===== src/rtl/serial_subtractor_pkg.sv =====
// serial_sub_pkg: FSM encodings and count-width helper for serial_subtractor.
package serial_sub_pkg;
   typedef enum logic [1:0] {
      IDLE  = 2'd0,
      SHIFT = 2'd1,
      DONE  = 2'd2
   } state_t;
   function automatic int cnt_w(input int w);
      return (w <= 2) ? 1 : $clog2(w);
   endfunction
endpackage


===== src/rtl/full_subtractor.sv =====
// full_subtractor: combinational 1-bit cell, diff = a - b - bin with borrow-out.
module full_subtractor (
   input  logic a,
   input  logic b,
   input  logic bin,
   output logic diff,
   output logic bout
);
   assign diff = a ^ b ^ bin;
   assign bout = (~a & b) | (~(a ^ b) & bin);
endmodule


===== src/rtl/serial_subtractor.sv =====
// serial_subtractor: bit-serial a - b - bin, LSB first, valid/ready on both sides.
// SERIAL_SUBTRACTOR_OVERFLOW_EN adds a registered signed-overflow output ovf.
module serial_subtractor
   import serial_sub_pkg::*;
#(
   parameter int WIDTH = 8
) (
   input  logic             clk,
   input  logic             rst,
   input  logic             in_valid,
   output logic             in_ready,
   input  logic [WIDTH-1:0] a,
   input  logic [WIDTH-1:0] b,
   input  logic             bin,
   output logic             out_valid,
   input  logic             out_ready,
   output logic [WIDTH-1:0] diff,
   output logic             bout
`ifdef SERIAL_SUBTRACTOR_OVERFLOW_EN
   ,
   output logic             ovf
`endif
);
   localparam int CW = cnt_w(WIDTH);
   localparam logic [CW-1:0] LAST = CW'(WIDTH - 1);
   state_t           state_q, state_d;
   logic [WIDTH-1:0] a_sh, b_sh;
   logic [CW-1:0]    count;
   logic             borrow, d, bo, last;
`ifdef SERIAL_SUBTRACTOR_OVERFLOW_EN
   logic             a_msb, b_msb;
`endif
   full_subtractor u_cell (
      .a   (a_sh[0]),
      .b   (b_sh[0]),
      .bin (borrow),
      .diff(d),
      .bout(bo)
   );
   assign last      = count == LAST;
   assign in_ready  = state_q == IDLE;
   assign out_valid = state_q == DONE;
   always_comb begin
      state_d = IDLE;
      case (state_q)
         IDLE:    state_d = in_valid ? SHIFT : IDLE;
         SHIFT:   state_d = last ? DONE : SHIFT;
         DONE:    state_d = out_ready ? IDLE : DONE;
         default: state_d = IDLE;
      endcase
   end
   always_ff @(posedge clk or posedge rst) begin
      if (rst) state_q <= IDLE;
      else     state_q <= state_d;
   end
   always_ff @(posedge clk or posedge rst) begin
      if (rst) begin
         a_sh   <= '0;
         b_sh   <= '0;
         diff   <= '0;
         count  <= '0;
         borrow <= 1'b0;
         bout   <= 1'b0;
`ifdef SERIAL_SUBTRACTOR_OVERFLOW_EN
         a_msb  <= 1'b0;
         b_msb  <= 1'b0;
         ovf    <= 1'b0;
`endif
      end else if (state_q == IDLE && in_valid) begin
         a_sh   <= a;
         b_sh   <= b;
         borrow <= bin;
         count  <= '0;
`ifdef SERIAL_SUBTRACTOR_OVERFLOW_EN
         a_msb  <= a[WIDTH-1];
         b_msb  <= b[WIDTH-1];
`endif
      end else if (state_q == SHIFT) begin
         a_sh   <= {1'b0, a_sh[WIDTH-1:1]};
         b_sh   <= {1'b0, b_sh[WIDTH-1:1]};
         diff   <= {d, diff[WIDTH-1:1]};
         borrow <= bo;
         count  <= last ? '0 : count + 1'b1;
         if (last) begin
            bout <= bo;
`ifdef SERIAL_SUBTRACTOR_OVERFLOW_EN
            // d is the final result MSB on this edge
            ovf  <= (a_msb != b_msb) && (d != a_msb);
`endif
         end
      end
   end
endmodule


===== config.mk =====
export PLATFORM = sky130hd
export DESIGN_NAME = serial_subtractor
export DESIGN_NICKNAME = d
export VERILOG_FILES = /design/src/rtl/serial_subtractor_pkg.sv /design/src/rtl/full_subtractor.sv /design/src/rtl/serial_subtractor.sv
export SDC_FILE = /design/constraint.sdc
export NUM_CORES = 1
export LEC_CHECK = 0
export BUFFER_PORTS_ARGS = -buffer_cell sky130_fd_sc_hd__buf_2
export CORE_MARGIN = 3
export CORE_UTILIZATION = 54
export CTS_BUF_LIST = sky130_fd_sc_hd__clkbuf_2 sky130_fd_sc_hd__clkbuf_4 sky130_fd_sc_hd__clkbuf_8
export DETAILED_ROUTE_END_ITERATION = 10
export GPL_ROUTABILITY_DRIVEN = 0
export PLACE_DENSITY = 0.79
export SLEW_MARGIN = 20
export SYNTH_ARGS = -nofsm -noshare
export SYNTH_HDL_FRONTEND = slang
export SYNTH_HIERARCHICAL = 1
export SYNTH_SLANG_ARGS = --single-unit

===== constraint.sdc =====
create_clock -name clk -period 3.3 [get_ports clk]
set_input_delay 0.66 -clock clk [delete_from_list [all_inputs] [get_ports clk]]
set_output_delay 0.66 -clock clk [all_outputs]
set_load 0.03 [all_outputs]

# Word-level counts from Yosys, hierarchy flattened
# Index checks and enable logic that the tools add are counted.
# op_classes
eq_ne,3
reduce_logical,5
n_addsub,1
bitwise,8
mux,13
# ops
op,count
8-bit two-way mux,4
3-bit two-way mux,3
2-bit one-hot mux with 3 select lines,1
2-bit two-way mux,2
"3-bit by 1-bit adder with 3-bit output, second input constant",1
"3-bit equality test, second input constant",1
1-bit two-way mux,3
1-bit NOT,3
3-bit AND reduction,1
1-bit AND,2
"2-bit by 1-bit equality test with 1-bit output, second input constant",1
"2-bit equality test, second input constant",1
2-bit zero test,1
2-bit AND reduction,1
2-bit nonzero test,1
1-bit bitwise XOR,2
1-bit logical AND,1
1-bit OR,1
# word_totals
input_bits,21
regBits,31
elab_cells,37

# Depth between registers and ports, before layout
# Gate-level depths: netlist of run 1.
# logic_depth
depth_word,6
ltp_mapped,5
mapped_depth_nobuf,5

# Hierarchy
# Netlist of run 1, hierarchy kept.
# by_module_without_submodules
mod,n_inst,cells_each,seq_area_each_um2,area_per_inst_um2
serial_subtractor,1,120,775.7,1440.1
full_subtractor,1,4,0.0,31.3

# Least setup slack after synthesis of run 1
# No wires, ideal clock.
# synth_timing
path_kind,flip-flop to output port
from,register state_q[1]
to,output out_valid
path_stages_with_launch,2
n_path_buf,0
required_ns,2.640
path_slack_ns,1.675
t_arrival_ns,0.965
path_cell_list,dfrtp_1 -> nor2b_1
# synth_via
elab_chain_cells,1
# synth_lines
element,line_no,source
start: declaration,serial_subtractor.sv:26,"state_t state_q, state_d;"
start signal: assignment,serial_subtractor.sv:54,else state_q <= state_d;
2-bit equality test,serial_subtractor.sv:42,assign out_valid = state_q == DONE;
end: declaration,serial_subtractor.sv:15,"output logic out_valid,"
# Every way passes these cells.

# Worst setup path in the final report of run 1
# layout_timing
from,register state_q[1]
to,output in_ready
# layout_via
elab_chain_cells,1
# layout_lines
element,line_no,source
2-bit zero test,serial_subtractor.sv:41,assign in_ready = state_q == IDLE;
end: declaration,serial_subtractor.sv:11,"output logic in_ready,"
# Every way passes these cells.

==> run summary, run 1 <==
Status = finished, final reports clean
Buffers and inverters on the worst path = 1
Ys async rst share = 100%
CP endpoint kind = output port
Routed WL = 2660 µm
Crit Path Class = flip-flop to output port
Chip width = 58.2 µm
# IOs = 32
Unrepaired setup endpoints after global routing = no
Tot GR Track Use = 18.6%
Clk_skew = 9.18 ps
Initial drt markers = 93
Slew Viols, Final = 0
Count of final setup violators = 0
Crit-path max cell delay = 560 ps
Number of synthesized flops with an enable pin = 0
Slew headroom = 59.1%
Final hold violation count = 0
GRT overflow = 0
Largest area contributor in the netlist = dfrtp_1
Final instance area = 1680 µm²
DR vias/cell = 5.64
Number of global-route vias before repair = 1093
Worst Path Required = 2640 ps
Initial Utilization = 57.8%
Min cycle time layout = 2330 ps
Die area = 3390 µm²
Power Total = 1.66 mW
Clock Pin Slew Worst Setup and Hold Paths = 90 ps
Switching Share = 39.3%
DRC viols = 0
Max cap viols = 0
TritonCTS clock tree = yes
Multi-input gate area = 552 µm²
Top_reg_cell synth = dfrtp_1
FP Rows = 18
Clock group share of total power = 15.3%
Post-place setup slack = 1320 ps
Synth cell count leaders = dfrtp_1 (31), inv_1 (20), nor2b_1 (11)
TritonCTS buffer count = 5
PostCTS Resize Cnt = 0
VDD IR max = 0.000767 V
Core area = 2540 µm²
Area post-placement = 1600 µm²
Mapped Area = 1470 µm²
Vias = 1038
Clk_lat worst skew = 320 ps
ANT nets after route = 0
P&R area growth vs syn = 13.9%
Slowest cell on the critical path = dfrtp_1
H-tree depth = 2
Worst slew pin tran = 613 ps
Synth area leaders = dfrtp_1 (53%), a222oi_1 (6.8%), inv_1 (5.1%), nor2b_1 (4.7%), mux2_1 (4.6%)
Post-Synthesis Mean Instance Area = 11.9 µm²
Nets@finish = 178
Hold_buf cts = 0
Synth Instances = 124
Sw Pwr = 651 µW
Setup crit start kind = flip-flop
Largest net degree at the start of global routing = 32
Combinational power share = 43.9%
CP max FO = 16
Cell Int Power = 1.01 mW
Worst-case clock buffer depth = 2
TNS Setup = 0 ps
Setup ws final = 966 ps
Postcts setup bufs = 0
Lkg Pwr = 0.826 nW
Period Utilization, post-route = 70.7%
Root Buffer = clkbuf_4
Sequential area share after synthesis = 52.7%
HPWL Detailed = 1840 µm
Initial antenna violation count = 0
Pre-antenna DRT Iters = 7
Most frequent cell after synthesis = dfrtp_1
Fillers = 218
Fin Hold WS = 396 ps
WL/cell = 14.5 µm
Storage element area = 776 µm²
Num Clock Sinks = 31
Syn nets = 149
Top-area cell type share of the netlist area = 52.7%
Antenna cells = 0
Port bufs = 31
Top delay family on crit path = flip-flops
Worst Hold Class = input pin to async pin
Seq cells post-synth = 31
Fmax = 0.428 GHz
Critical-path cell list = nor2_2 -> buf_2
Yosys cell types = 22
YS warnings = 6
Reg power frac = 40.8%
Share of layout cells above drive strength 1 = 30.5%
P per Cell Area = 989 nW/µm²
Die Y = 58.2 µm
WP data arrival = 1670 ps
First-pass GRT wire length = 4770 µm
## worst paths after layout
kind                                            from                   to  slack [ps]  cells after the start
worst min-delay path                             rst  diff[0]$_DFFE_PP0P_         400                      2
worst min register to register   diff[0]$_DFFE_PP0P_  diff[0]$_DFFE_PP0P_         490                      1
worst max-delay path            state_q[1]$_DFF_PP0_             in_ready         970                      2
worst max register to register  state_q[0]$_DFF_PP0_  diff[6]$_DFFE_PP0P_        1540                      2
max in group asynchronous                        rst  diff[5]$_DFFE_PP0P_        2490                      2
min in group clk                 diff[0]$_DFFE_PP0P_  diff[0]$_DFFE_PP0P_         490                      1
## state kept, by name, summed over array words and instances, names as in the netlist
name     cells
a_sh         8
count        3
state_q      2
borrow       1
diff         8
bout         1
b_sh         8
## cell families (layout without fill, tap and decap cells)
kind of cell             count (synthesis)  count (layout)  share of synthesized area [%]
AO/OA/AOI/OAI                           23              23                           14.8
adder cells (fa/ha/maj)                  4               4                           3.91
buffers and inverters                   30              60                           9.78
flip-flops                              31              31                           52.7
multiplexers                             9               9                           6.89
AND/OR/NAND/NOR                         27              27                           11.9
## power by group through the flow
stage          sequential [mW]  combinational [mW]  clock [mW]
6_report                 0.676               0.728       0.254
5_1_grt                  0.704               0.814       0.284
4_1_cts                  0.677               0.734       0.265
3_5_place_dp             0.685               0.732           0
3_3_place_gp             0.673               0.702           0
2_1_floorplan            0.755               0.520           0
## metal layers
metal | global-route usage [%] | wire length (µm) | share of wire (%)
met5 | 0 | 0 | 0
met4 | 8.94 | 63 | 2.4
met3 | 6.01 | 161 | 6.0
met2 | 28.5 | 1200 | 45
met1 | 23.8 | 1240 | 47
## placed cells by master, fill, tap and decap left out
cell type,Yosys,layout
a21oi_1,1,1
a221oi_1,4,4
a221oi_2,1,1
a222oi_1,10,10
a22o_1,4,4
a32o_1,2,2
buf_2,7,31
buf_4,0,1
clkbuf_4,0,6
clkbuf_8,0,2
dfrtp_1,31,31
fa_1,1,1
ha_1,3,3
inv_1,20,19
inv_2,0,1
mux2_1,6,6
mux2_2,3,3
nand2b_1,2,2
nand3b_1,1,1
nor2_1,6,6
nor2_2,1,1
nor2b_1,11,11
nor2b_4,1,1
nor4b_1,5,5
o21bai_1,1,1
## stage by stage
| step | util [%] | cells |
|---|---|---|
| after global routing | 65.8 | 184 |
| after detailed placement | 63.0 | 176 |
| final | 65.8 | 184 |
| after global placement | 63.0 | 176 |
| after floorplan | - | 124 |
| after CTS | 65.8 | 184 |
## final cells by class
cell class                 count  share of cell area (%)
multi-input combinational     63                    32.9
inverter                      20                    4.48
sequential                    31                    46.3
tap                           30                    2.24
clock buffer                   8                    4.33
timing repair buffer          32                    9.71
## worst register-to-register path, stage by stage, from the launching register on
cell     delay (ps)
dfrtp_1         670
nor2b_4         590
mux2_2          400
(Power assumes the default switching activity.)
==> run 2, diff against run 1 <==
- clock period: 3.3 -> 2.4 ns (I/O delays scaled with it)
==> run 2 against run 1 <==
Compared with the run above: register-to-register slack worse by 930 ps; sequential share of layout area grew 0.14 points; first-iteration DRC count up 14%; non-clock buffer count up 2; cell area decreased by 0.30%; global-route usage decreased by 0.44 points; critical endpoint is now out_valid; largest power group unchanged.
==> run summary, run 2 (synthesized netlist as in run 1, its figures left out) <==
Top delay family on crit path = flip-flops
Cell Int Power = 1.32 mW
Nets@finish = 180
Sw Pwr = 903 µW
Core area = 2540 µm²
Initial antenna violation count = 0
First-pass GRT wire length = 4570 µm
Slew headroom = 50.9%
Antenna cells = 0
Max cap viols = 0
Clock Pin Slew Worst Setup and Hold Paths = 100 ps
Port bufs = 31
Power Total = 2.22 mW
Multi-input gate area = 552 µm²
Crit Path Class = flip-flop to output port
Share of layout cells above drive strength 1 = 30.8%
Area post-placement = 1620 µm²
ANT nets after route = 0
RR Startpoint = state_q[0]$_DFF_PP0_
Final hold violation count = 0
CP max FO = 16
Buffers and inverters on the worst path = 1
Number of global-route vias before repair = 1001
Slew Viols, Final = 0
Min cycle time layout = 1940 ps
Num Clock Sinks = 31
TNS Setup = 0 ps
Lkg Pwr = 0.829 nW
HPWL Detailed = 1840 µm
P per Cell Area = 1330 nW/µm²
GRT overflow = 0
CP endpoint kind = output port
PostCTS Resize Cnt = 0
Reg power frac = 42.0%
H-tree depth = 2
Pre-antenna DRT Iters = 5
Reg2reg path depth = 3
VDD IR max = 0.000888 V
Vias = 1055
Fillers = 212
Worst slew pin tran = 735 ps
Fin Hold WS = 201 ps
Finished Layout Cells = 186
WP data arrival = 1460 ps
Count of final setup violators = 0
DRC viols = 0
WL/cell = 14.6 µm
DR vias/cell = 5.67
Status = finished, final reports clean
Die Y = 58.2 µm
Period Utilization, post-route = 80.8%
Combinational power share = 45.0%
DP Cell Count = 178
Worst Path Required = 1920 ps
Switching Share = 40.7%
Routed WL = 2710 µm
P&R area growth vs syn = 13.5%
Critical-path cell list = nor2b_1 -> buf_2
Postcts setup bufs = 0
FF-to-FF End = borrow$_DFFE_PP0P_
Die area = 3390 µm²
Crit-path max cell delay = 680 ps
TritonCTS buffer count = 5
FP Rows = 18
R2R Setup Slk = 610 ps
Worst Hold Class = input pin to async pin
Clk_skew = 8.87 ps
Setup ws final = 460 ps
Largest net degree at the start of global routing = 32
Chip width = 58.2 µm
Setup crit start kind = flip-flop
# IOs = 32
Storage element area = 776 µm²
Post-place setup slack = 535 ps
Clk_lat worst skew = 330 ps
Initial Utilization = 57.8%
TritonCTS clock tree = yes
Unrepaired setup endpoints after global routing = no
Initial drt markers = 106
Root Buffer = clkbuf_4
Fmax = 0.515 GHz
Slowest cell on the critical path = dfrtp_1
Final instance area = 1670 µm²
Util after Layout = 65.6%
Most frequent cells in the layout = dfrtp_1 (31), buf_2 (31), inv_1 (20)
Clock group share of total power = 13.0%
Worst-case clock buffer depth = 2
Hold_buf cts = 0
Top flop regs = a_sh x8, b_sh x8, diff x8
Tot GR Track Use = 18.2%
## run 2: cell types whose count changed in the layout (fill, tap and decap cells not counted)
cell / before / now
clkbuf_4: 6 / 5
buf_4: 1 / 3
inv_2: 1 / 0
inv_1: 19 / 20
clkinv_2: 0 / 3
clkbuf_8: 2 / 0
## run 2: metal layers
metal | vias up | share of wire (%) | GRT usage (%) | wire, µm
met4 | 0 | 1.6 | 6.95 | 42
met3 | 6 | 7.6 | 7.35 | 206
met5 | - | 0 | 0 | 0
met1 | 516 | 46 | 23.3 | 1250
met2 | 33 | 45 | 27.6 | 1210
li1 | 500 | - | - | -
## run 2: how the worst max path moves through the flow
stage	end	from	depth (start not counted)	slack [ps]
after floorplan	out_valid	state_q[1]$_DFF_PP0_	1	960
after global placement	a_sh[5]$_DFFE_PP0P_	in_valid	4	610
after detailed placement	borrow$_DFFE_PP0P_	in_valid	4	540
after CTS	out_valid	state_q[1]$_DFF_PP0_	2	460
after global routing	out_valid	state_q[1]$_DFF_PP0_	2	310
final	out_valid	state_q[1]$_DFF_PP0_	2	460
## run 2: power groups by stage
stage | sequential (mW) | clock [mW] | combinational [mW]
6_report | 0.931 | 0.288 | 0.999
2_1_floorplan | 1.04 | 0 | 0.715
5_1_grt | 0.960 | 0.319 | 1.12
3_5_place_dp | 0.941 | 0 | 1.01
3_3_place_gp | 0.930 | 0 | 0.977
4_1_cts | 0.932 | 0.298 | 1.01
## run 2: layout make-up
cell class                      instances  share of cell area (%)
Sequential cell                        31                    46.4
Multi-Input combinational cell         63                    33.0
Timing Repair Buffer                   34                    10.6
Inverter                               20                    4.49
Clock buffer                            5                    2.25
Tap cell                               30                    2.25
Clock inverter                          3                   0.899
## run 2: worst min-delay path: stages
cell	delay, ps
buf_2	90
inv_1	40
buf_4	340
==> run 3, diff against run 2 <==
- CORE_UTILIZATION: 54 -> 50
- PLACE_DENSITY: 0.79 -> 0.77
- clock period: 2.4 -> 1.7 ns (I/O delays scaled with it)
==> run 3 against run 2 <==
Compared with the run above: total power increased by 51%; clock-buffer cell count increased by 1; critical endpoint is now in_ready; critical path type unchanged; clock power increased by 51%; critical path depth increased by 1.
==> run summary, run 3 (synthesized netlist as in run 1, its figures left out) <==
Status = finished, final reports clean
Chip width = 60.2 µm
P per Cell Area = 1920 nW/µm²
VDD IR max = 0.00133 V
Nets@finish = 186
Final hold violation count = 0
Post-place setup slack = 172 ps
Vias = 1072
Setup crit start kind = flip-flop
Period Utilization, post-route = 94.3%
TritonCTS buffer count = 5
DR vias/cell = 5.58
Antenna cells = 0
Multi-input gate area = 554 µm²
Worst Hold Class = input pin to async pin
Crit-path max cell delay = 400 ps
Fin Hold WS = 74.7 ps
Min cycle time layout = 1600 ps
Max cap viols = 0
Root Buffer = clkbuf_4
Lkg Pwr = 0.862 nW
Setup ws final = 96.6 ps
RR Startpoint = state_q[1]$_DFF_PP0_
TritonCTS clock tree = yes
DRC viols = 0
Worst-case clock buffer depth = 2
Initial Utilization = 52.9%
CP endpoint kind = output port
Top flop regs = a_sh x8, b_sh x8, diff x8
Most frequent cells in the layout = dfrtp_1 (30), buf_2 (30), inv_1 (20)
FF-to-FF End = diff[6]$_DFFE_PP0P_
Die area = 3630 µm²
Slowest cell on the critical path = dfrtp_1
Num Clock Sinks = 31
Initial drt markers = 120
WL/cell = 15.9 µm
Fmax = 0.624 GHz
Clk_skew = 9.15 ps
Fillers = 219
Number of global-route vias before repair = 1099
Unrepaired setup endpoints after global routing = no
HPWL Detailed = 2180 µm
TNS Setup = 0 ps
Slew headroom = 70.2%
Hold_buf cts = 0
Routed WL = 3050 µm
Critical-path cell list = buf_4 -> nor2_2 -> buf_2
Storage element area = 777 µm²
Clock Pin Slew Worst Setup and Hold Paths = 100 ps
Port bufs = 31
H-tree depth = 2
GRT overflow = 0
# IOs = 32
Slew Viols, Final = 0
CP max FO = 16
WP data arrival = 1260 ps
Worst slew pin tran = 440 ps
Die Y = 60.2 µm
Power Total = 3.34 mW
Core area = 2780 µm²
Clk_lat worst skew = 330 ps
ANT nets after route = 0
Util after Layout = 62.5%
Reg2reg path depth = 3
Worst Path Required = 1360 ps
Crit Path Class = flip-flop to output port
Initial antenna violation count = 0
FP Rows = 19
R2R Setup Slk = 270 ps
Share of layout cells above drive strength 1 = 34.2%
Tot GR Track Use = 19.2%
First-pass GRT wire length = 5000 µm
Pre-antenna DRT Iters = 4
Largest net degree at the start of global routing = 32
P&R area growth vs syn = 18.2%
Count of final setup violators = 0
==> run 3: repair_timing <==
item | in CTS | in global routing
buffers inserted | 0 | 3
setup endpoints to repair | 2 | 1
cloned | 0 | 0
gates resized for setup | 1 | 2
==> run 3: final cells by class <==
cell class	instances	area share, %
Sequential cell	31	44.7
Multi-Input combinational cell	63	31.9
Timing Repair Buffer	40	13.7
Inverter	20	4.32
Clock buffer	6	2.95
Tap cell	31	2.23
Clock inverter	1	0.288
==> run 3: power by group <==
group / switching (mW) / internal [mW]
Sequential: 0.176 / 1.09
Clock: 0.245 / 0.191
Combinational: 0.928 / 0.707
==> run 3: how the worst max path moves through the flow <==
| stage | startpoint | endpoint | slack (ps) | cells after the start |
|---|---|---|---|---|
| finish | state_q[0]$_DFF_PP0_ | in_ready | 100 | 3 |
| global route | state_q[0]$_DFF_PP0_ | out_valid | 10 | 3 |
| CTS | state_q[1]$_DFF_PP0_ | out_valid | 30 | 2 |
| detailed placement | state_q[1]$_DFF_PP0_ | b_sh[5]$_DFFE_PP0P_ | 170 | 3 |
| global placement | state_q[1]$_DFF_PP0_ | diff[5]$_DFFE_PP0P_ | 270 | 2 |
| floorplan | state_q[1]$_DFF_PP0_ | out_valid | 400 | 1 |
==> run 3: critical path: cells and delay by family (launching register included) <==
kind / cells / cell delay [ps]
buf+inv: 2 / 420
flops: 1 / 400
simple gates: 1 / 130
==> run 3: routing by layer <==
layer / vias to the layer above / GRT usage [%] / part of all wire [%]
li1: 513 / - / -
met1: 508 / 23.5 / 41
met2: 47 / 30.6 / 50
met3: 4 / 5.18 / 8.5
met4: 0 / 10.1 / 0.92
met5: - / 0 / 0
==> run 3: stage by stage <==
step                      std cells  instance area, µm²
final                           192                1740
after global routing            192                1740
after CTS                       189                1710
after detailed placement        182                1650
after global placement          182                1650
after floorplan                 124                1470
